<file path="src/rtl/id_stage.sv">
// RV32I instruction-decode stage: decodes one instruction, drives the register-file
// read ports, resolves operands with write-back bypass, and hands a packet to EX.
module id_stage #(
    parameter int XLEN    = 32,
    parameter int RADDR_W = 5
) (
    input  logic               clk,
    input  logic               rst,
    input  logic               inst_valid_i,
    output logic               inst_ready_o,
    input  logic [XLEN-1:0]    inst_i,
    input  logic [XLEN-1:0]    pc_i,
    output logic               re1_o,
    output logic [RADDR_W-1:0] raddr1_o,
    input  logic [XLEN-1:0]    rdata1_i,
    output logic               re2_o,
    output logic [RADDR_W-1:0] raddr2_o,
    input  logic [XLEN-1:0]    rdata2_i,
    input  logic               wb_we_i,
    input  logic [RADDR_W-1:0] wb_waddr_i,
    input  logic [XLEN-1:0]    wb_wdata_i,
    output logic               ex_valid_o,
    input  logic               ex_ready_i,
    output logic [XLEN-1:0]    ex_pc_o,
    output logic [3:0]         ex_class_o,
    output logic [2:0]         ex_funct3_o,
    output logic               ex_f7b5_o,
    output logic [XLEN-1:0]    ex_reg1_o,
    output logic [XLEN-1:0]    ex_reg2_o,
    output logic [XLEN-1:0]    ex_imm_o,
    output logic [RADDR_W-1:0] ex_wd_o,
    output logic               ex_wreg_o
);

    typedef enum logic [1:0] {IDLE, READ, OUT} state_t;

    localparam logic [3:0] C_ILLEGAL = 4'd0;
    localparam logic [3:0] C_OP_IMM  = 4'd1;
    localparam logic [3:0] C_OP      = 4'd2;
    localparam logic [3:0] C_LUI     = 4'd3;
    localparam logic [3:0] C_AUIPC   = 4'd4;
    localparam logic [3:0] C_JAL     = 4'd5;
    localparam logic [3:0] C_JALR    = 4'd6;
    localparam logic [3:0] C_BRANCH  = 4'd7;
    localparam logic [3:0] C_LOAD    = 4'd8;
    localparam logic [3:0] C_STORE   = 4'd9;

    state_t state, state_next;

    logic [XLEN-1:0]    inst_p0, pc_p0;
    logic               byp1_hit_p0, byp2_hit_p0;
    logic [XLEN-1:0]    byp1_data_p0, byp2_data_p0;
    logic               accept;
    logic [3:0]         cls_in, cls_p0;
    logic [RADDR_W-1:0] rs1_p0, rs2_p0;
    logic               use1_p0, use2_p0;
    logic               wb_hit1, wb_hit2;
    logic [XLEN-1:0]    op1, op2;

    function automatic logic [3:0] decode_class(input logic [XLEN-1:0] ins);
        case (ins[6:0])
            7'h13:   decode_class = C_OP_IMM;
            7'h33:   decode_class = C_OP;
            7'h37:   decode_class = C_LUI;
            7'h17:   decode_class = C_AUIPC;
            7'h6F:   decode_class = C_JAL;
            7'h67:   decode_class = C_JALR;
            7'h63:   decode_class = C_BRANCH;
            7'h03:   decode_class = C_LOAD;
            7'h23:   decode_class = C_STORE;
            default: decode_class = C_ILLEGAL;
        endcase
    endfunction

    function automatic logic uses_rs1(input logic [3:0] cls);
        uses_rs1 = (cls == C_OP_IMM) || (cls == C_OP) || (cls == C_JALR) ||
                   (cls == C_BRANCH) || (cls == C_LOAD) || (cls == C_STORE);
    endfunction

    function automatic logic uses_rs2(input logic [3:0] cls);
        uses_rs2 = (cls == C_OP) || (cls == C_BRANCH) || (cls == C_STORE);
    endfunction

    function automatic logic writes_rd(input logic [3:0] cls);
        writes_rd = (cls == C_OP_IMM) || (cls == C_OP) || (cls == C_LUI) ||
                    (cls == C_AUIPC) || (cls == C_JAL) || (cls == C_JALR) ||
                    (cls == C_LOAD);
    endfunction

    function automatic logic [XLEN-1:0] decode_imm(input logic [XLEN-1:0] ins,
                                                   input logic [3:0] cls);
        case (cls)
            C_OP_IMM, C_JALR, C_LOAD:
                decode_imm = {{(XLEN-12){ins[31]}}, ins[31:20]};
            C_STORE:
                decode_imm = {{(XLEN-12){ins[31]}}, ins[31:25], ins[11:7]};
            C_BRANCH:
                decode_imm = {{(XLEN-13){ins[31]}}, ins[31], ins[7], ins[30:25],
                              ins[11:8], 1'b0};
            C_LUI, C_AUIPC:
                decode_imm = {{(XLEN-32){ins[31]}}, ins[31:12], 12'b0};
            C_JAL:
                decode_imm = {{(XLEN-21){ins[31]}}, ins[31], ins[19:12], ins[20],
                              ins[30:21], 1'b0};
            default:
                decode_imm = '0;
        endcase
    endfunction

    // Operand priority: unused/x0, same-cycle write, accept-cycle write, register file.
    function automatic logic [XLEN-1:0] resolve(input logic used,
                                                input logic [RADDR_W-1:0] rs,
                                                input logic wb_hit,
                                                input logic [XLEN-1:0] wb_data,
                                                input logic byp_hit,
                                                input logic [XLEN-1:0] byp_data,
                                                input logic [XLEN-1:0] rdata);
        if (!used || rs == '0)
            resolve = '0;
        else if (wb_hit)
            resolve = wb_data;
        else if (byp_hit)
            resolve = byp_data;
        else
            resolve = rdata;
    endfunction

    assign inst_ready_o = !rst && ((state == IDLE) || ((state == OUT) && ex_ready_i));
    assign accept       = inst_valid_i && inst_ready_o;

    assign cls_in   = decode_class(inst_i);
    assign raddr1_o = inst_i[19:15];
    assign raddr2_o = inst_i[24:20];
    // x0 is never read: its operand is forced to zero anyway.
    assign re1_o    = accept && uses_rs1(cls_in) && (inst_i[19:15] != '0);
    assign re2_o    = accept && uses_rs2(cls_in) && (inst_i[24:20] != '0);

    assign cls_p0  = decode_class(inst_p0);
    assign rs1_p0  = inst_p0[19:15];
    assign rs2_p0  = inst_p0[24:20];
    assign use1_p0 = uses_rs1(cls_p0);
    assign use2_p0 = uses_rs2(cls_p0);
    assign wb_hit1 = wb_we_i && (wb_waddr_i == rs1_p0) && (rs1_p0 != '0) && use1_p0;
    assign wb_hit2 = wb_we_i && (wb_waddr_i == rs2_p0) && (rs2_p0 != '0) && use2_p0;
    assign op1 = resolve(use1_p0, rs1_p0, wb_hit1, wb_wdata_i, byp1_hit_p0, byp1_data_p0, rdata1_i);
    assign op2 = resolve(use2_p0, rs2_p0, wb_hit2, wb_wdata_i, byp2_hit_p0, byp2_data_p0, rdata2_i);

    always_ff @(posedge clk) begin
        if (rst) state <= IDLE;
        else     state <= state_next;
    end

    always_comb begin
        state_next = state;
        case (state)
            IDLE:    if (accept) state_next = READ;
            READ:    state_next = OUT;
            OUT:     if (ex_ready_i) state_next = accept ? READ : IDLE;
            default: state_next = IDLE;
        endcase
    end

    // p0: instruction latched at accept; p1: decode packet presented to EX.
    always_ff @(posedge clk) begin
        if (rst) begin
            inst_p0      <= '0;
            pc_p0        <= '0;
            byp1_hit_p0  <= 1'b0;
            byp2_hit_p0  <= 1'b0;
            byp1_data_p0 <= '0;
            byp2_data_p0 <= '0;
            ex_valid_o   <= 1'b0;
            ex_pc_o      <= '0;
            ex_class_o   <= '0;
            ex_funct3_o  <= '0;
            ex_f7b5_o    <= 1'b0;
            ex_reg1_o    <= '0;
            ex_reg2_o    <= '0;
            ex_imm_o     <= '0;
            ex_wd_o      <= '0;
            ex_wreg_o    <= 1'b0;
        end else begin
            if (accept) begin
                inst_p0      <= inst_i;
                pc_p0        <= pc_i;
                byp1_hit_p0  <= wb_we_i && (wb_waddr_i == inst_i[19:15]);
                byp2_hit_p0  <= wb_we_i && (wb_waddr_i == inst_i[24:20]);
                byp1_data_p0 <= wb_wdata_i;
                byp2_data_p0 <= wb_wdata_i;
            end
            case (state)
                READ: begin
                    ex_valid_o  <= 1'b1;
                    ex_pc_o     <= pc_p0;
                    ex_class_o  <= cls_p0;
                    ex_funct3_o <= inst_p0[14:12];
                    ex_f7b5_o   <= inst_p0[30];
                    ex_reg1_o   <= op1;
                    ex_reg2_o   <= op2;
                    ex_imm_o    <= decode_imm(inst_p0, cls_p0);
                    ex_wd_o     <= inst_p0[11:7];
                    ex_wreg_o   <= writes_rd(cls_p0) && (inst_p0[11:7] != '0);
                end
                OUT: begin
                    if (ex_ready_i) begin
                        ex_valid_o <= 1'b0;
                    end else begin
                        // Held packet keeps tracking write-back so it never goes stale.
                        if (wb_hit1) ex_reg1_o <= wb_wdata_i;
                        if (wb_hit2) ex_reg2_o <= wb_wdata_i;
                    end
                end
                default: ;
            endcase
        end
    end

endmodule

</file>
<file path="config.mk">
export PLATFORM = sky130hd
export DESIGN_NAME = id_stage
export DESIGN_NICKNAME = d
export VERILOG_FILES = /design/src/rtl/id_stage.sv
export SDC_FILE = /design/constraint.sdc
export NUM_CORES = 1
export LEC_CHECK = 0
export ABC_AREA = 1
export CAP_MARGIN = 20
export CORE_MARGIN = 2
export CORE_UTILIZATION = 44
export DETAILED_ROUTE_END_ITERATION = 6
export PLACE_DENSITY = 0.81
export RECOVER_POWER = 25
export SETUP_SLACK_MARGIN = 0.3
export SLEW_MARGIN = 10
export SYNTH_ARGS = -nofsm -noshare
export SYNTH_HDL_FRONTEND = slang
export SYNTH_SLANG_ARGS = --single-unit
</file>
<file path="constraint.sdc">
create_clock -name clk -period 2.03 [get_ports clk]
set_input_delay 0.406 -clock clk [delete_from_list [all_inputs] [get_ports clk]]
set_output_delay 0.406 -clock clk [all_outputs]
set_load 0.02 [all_outputs]
</file>
# Word-level counts from Yosys, hierarchy flattened
# Index checks and enable logic that the tools add are counted.
# word_totals
ff_bits	243
latch_bits	0
ramBits	0
mem_bits_ro	0
in_bits	170
word_cells	137
memories	0
# classes
n_addsub	0
multipliers	0
div	0
n_lt_le_gt_ge	0
n_eq_ne	44
n_shift	0
mux	21
bitwise	0
n_reduce_logical	56
# op_table
op	count
$mux W32	10
$pmux W32 S5	1
$pmux W32 S2	2
$pmux W4 S9	2
$eq A7 B6 Y1 const B	6
$eq A7 B7 Y1 const B	6
$eq A7 B5 Y1 const B	4
$reduce_bool A5 Y1	5
$eq A4 B3 Y1 const B	6
$logic_or A1 B1 Y1	22
$eq A5 B5 Y1	4
$eq A4 B4 Y1 const B	4
$logic_and A1 B1 Y1	16
$eq A7 B2 Y1 const B	2
$eq A4 B2 Y1 const B	3
$logic_not A5 Y1	2
$ne A2 B2 Y1 const B	5
$eq A4 B1 Y1 const B	2
$pmux W2 S3	1
$reduce_and A3 Y1	2
$mux W2	2
$reduce_and A2 Y1	2
$logic_not A1 Y1	3
$reduce_or A3 Y1	1
7 further kinds	8

# Longest topological paths before layout
# logic_depth
depth_word	12
mapped_depth	16
mapped_depth_nobuf	15

# Worst setup path after synthesis
# OpenSTA, ideal clock, no wires.
# synth_path
kind	register to output
from	register state[0]
to	output port re1_o
arrival_time_ns	1.867
required_time_ns	1.624
slack_ns	-0.243
path_stages_with_launch	12
n_path_buf	1
path_cell_list	dfxtp_1 > inv_1 > ha_1 > nand2_1 > nand2_1 > nand2_1 > inv_1 > nand2_1 > clkinv_1 > clkbuf_1 > o41ai_1 > a31oi_1
# synth_between
elab_chain_cells	7
word_cells_on_any_way	8
cone_classes	1 x eq/ne; 7 x reduce/logical
# synth_rtl
item	line_no	source
start, declared	48	state_t state, state_next;
start signal, assigned	150	else state <= state_next;
$eq A2 B2 Y1	128	assign inst_ready_o = !rst && ((state == IDLE) || ((state == OUT) && ex_ready_i));
$logic_and A1 B1 Y1	128	
$logic_or A1 B1 Y1 (*)	128	
$logic_and A1 B1 Y1 (*)	128	
via inst_ready_o	10	output logic inst_ready_o,
$logic_and A1 B1 Y1 (*)	129	assign accept = inst_valid_i && inst_ready_o;
$logic_and A1 B1 Y1 (*) (2 in a row)	135	assign re1_o = accept && uses_rs1(cls_in) && (inst_i[19:15] != '0);
end, declared	13	output logic re1_o,
# The timed path passes the listed nets; every way through them passes the cells marked *.

# Worst setup path after layout
# layout_path
from	register state[0]
to	output port re1_o
# layout_between
elab_chain_cells	7
word_cells_on_any_way	8
cone_classes	1 x eq/ne; 7 x reduce/logical
# layout_rtl
item	line_no
$eq A2 B2 Y1	128
$logic_and A1 B1 Y1	128
$logic_or A1 B1 Y1 (*)	128
$logic_and A1 B1 Y1 (*)	128
$logic_and A1 B1 Y1 (*)	129
$logic_and A1 B1 Y1 (*) (2 in a row)	135
# Mark *: on every way between the ends. The rest lies on a longest branch, timed or not.

==> results <==
[layer usage]
metal	part of all wire (%)	wire length (microns)	vias up	track usage [%]
met5	0	0	-	0
met4	4.7	2280	0	11.3
met3	12	5670	211	8.09
met1	37	17700	6575	35.2
li1	-	-	6565	-
met2	47	22500	872	49.7
[final cells by class]
class                           count  area share, %
Timing Repair Buffer              468           25.7
Sequential cell                   243           25.9
Antenna cell                        2         0.0265
Inverter                          247           5.05
Multi-Input combinational cell   1212           35.9
Clock buffer                       35           4.05
Clock inverter                     13           1.08
Tap cell                          341           2.26
[state kept, by name (all words and copies together) (netlist names)]
name,flops
byp1_hit_p0,1
byp2_data_p0,32
byp2_hit_p0,1
ex_class_o,4
ex_f7b5_o,1
ex_funct3_o,3
ex_imm_o,32
ex_pc_o,32
ex_reg1_o,32
ex_reg2_o,32
ex_valid_o,1
ex_wd_o,5
ex_wreg_o,1
inst_p0,32
pc_p0,32
state,2
[Yosys cell counts, drive strengths merged (4+ instances only)]
cell type and count:
nand3 161, nor2 163, nor3 8, dfxtp 243, nand4 5, ha 4, o211ai 23, a21oi 141
xor2 5, nand2 470, o22ai 12, inv 246, o21ai 196, buf 55, clkbuf 75, o21bai 9
[power breakdown]
part           leakage (nW)  total [mW]  switching, mW  internal [mW]
sequential             2.00        6.93          0.796           6.13
combinational          6.50        14.3           8.37           5.89
clock                 0.465        5.38           2.09           3.28
[metrics by stage]
step / cells / worst slack [ps] / power [mW] / hold slack, ps
global placement: 2446 / -673 / 16.7 / 442
finish: 2561 / -249 / 26.6 / 327
detailed placement: 2446 / -710 / 17.0 / 454
global route: 2561 / -306 / 27.9 / 380
CTS: 2532 / -250 / 23.4 / 399
floorplan: 1830 / 193 / 13.1 / 430
[timing repair]
item,CTS,global route
gates resized for setup,295,266
gates cloned,10,13
setup endpoints to repair,349,208
setup buffers,28,14
pin swaps,30,60
[critical path, cell delays in order, from the launching register on]
cell,delay [ps]
dfxtp_2,340
inv_4,70
ha_4,130
nand2_2,40
nand2_1,50
nand2_1,50
inv_2,70
nand2_4,80
clkinv_4,70
o41ai_4,70
a31oi_2,170
buf_4,170
[cells by family after synthesis]
| kind of cell | after synthesis | synth area share, % |
|---|---|---|
| AOI/OAI and AO/OA | 391 | 17.5 |
| xor gates and xnor gates | 5 | 0.366 |
| adders and majority gates | 4 | 0.419 |
| buffers and inverters | 377 | 13.0 |
| and+or+nand+nor | 810 | 28.0 |
| DFF | 243 | 40.7 |
[worst max path at each step]
stage | start | to | slack [ps]
2_1_floorplan | state[0]$_SDFFE_PP0P_ | re1_o | 190
3_3_place_gp | inst_i[1] | re2_o | -670
3_5_place_dp | inst_i[1] | re2_o | -710
4_1_cts | state[0]$_SDFFE_PP0P_ | re1_o | -250
5_1_grt | state[0]$_SDFFE_PP0P_ | re1_o | -310
6_report | state[0]$_SDFFE_PP0P_ | re1_o | -250
==> out/results.ini <==
[outcome]
status=finished with violations
violations=setup timing

[min_path]
hold_depth=4
hold_path_class=in2reg
hold_end=inst_p0[5]$_SDFFE_PP0P_
worst_hold_startpoint=inst_i[5]

[cts]
clkLatencyLatePin_ps=540
cts_inserted_buffers=27
clock-root-buffer=clkbuf_16
ctsHoldBuffers=0
tritoncts=done
clockBufferDepth=3
clock-sinks=243
htree_levels=1
clk_pin_slew_ps=60

[synth]
yosysSeqAreaShare_pct=40.7
ys_ff_latch=243
synth_cells=1830
syn_nets=2004
synth-main-ff-cell=dfxtp_1
syn_avg_cell_area_sq_um=6.53
yosys.area.top_type=dfxtp_1
synth_edf_count=0
synthTopCellsByArea=dfxtp_1 (41%), nand2_1 (15%), o21ai_0 (8.1%)
netlist.area_leader.share_pct=40.7
syn_area_sq_mm=0.0120
yosysUniqueCellTypes=42
async_flop_share_pct=0
yosysWarnings=0

[place]
gp_congestion=0.964
port_buffers=325
placed_area_sq_mm=0.0159
dp_hpwl_microns=26700

[sta]
finalCritPeriodShare_pct=112
final.setup.worst_slack_ps=-249
tns_ps=-4930
slew_viol_final=0
period_needed_ps=2280
setup_viol=68
relSlewSlack_pct=15.9
skew_ps=18.0
rsz0062_at_grt=true
fmax_mhz=439
tightest_slew_ps=1260
finalHoldViolations=0

[finish]
final_area_sq_mm=0.0189
syn_to_final_growth_pct=57.9
n_fill_cell=2040
multi_input_area_sq_mm=0.00679
finalNetCount=2373
mostFrequentLayoutCells=nand2_1 (403), dfxtp_1 (232), inv_1 (228), o21ai_0 (177), clkdlybuf4s50_1 (163)
seq_area_sq_mm=0.00489
drive_gt1_share_pct=21.0
final_util_pct=70.5
final_common_cell=nand2_1

[worst_setup_path]
cp_max_fo=3
ff2ff_path_depth=15
cp-end-kind=output pin
reg2reg_to=state[0]$_SDFFE_PP0P_
r2r_start=state[1]$_SDFFE_PP0P_
crit_required_ps=1620
cp_data_arrival_time_ps=1870
worstSetupPathType=reg2out
start_kind=register
reg2reg_slack_ps=-160

[detailed_routing]
ant_nets=0
vias_per_cell=5.55
dr.pass1.iters=6
routed_wl_microns=48200
wl_per_cell_microns=18.8
drt_iter0_drc=1873
drc=0
route.vias.total=14200

[floorplan]
die_w_microns=169
ios=326
core_sq_mm=0.0268
die_h_microns=169
rows=60
fp.dieArea_sq_mm=0.0285
initial_core_util_pct=44.6

[grt]
grt_overflow=0
grt_max_degree=104
first_global_vias=13200
grt_pass1_wl_microns=67500
gr-usage-all-layers_pct=29.2
antenna_found_initial=2

[pwr]
vdd_drop_max_mv=0.971
p_leak_nw=8.97
powerDensity_mw_per_mm2=1410

[job]
max_cap_viol_count=0

No activity file was read; power rests on OpenSTA's default activity.
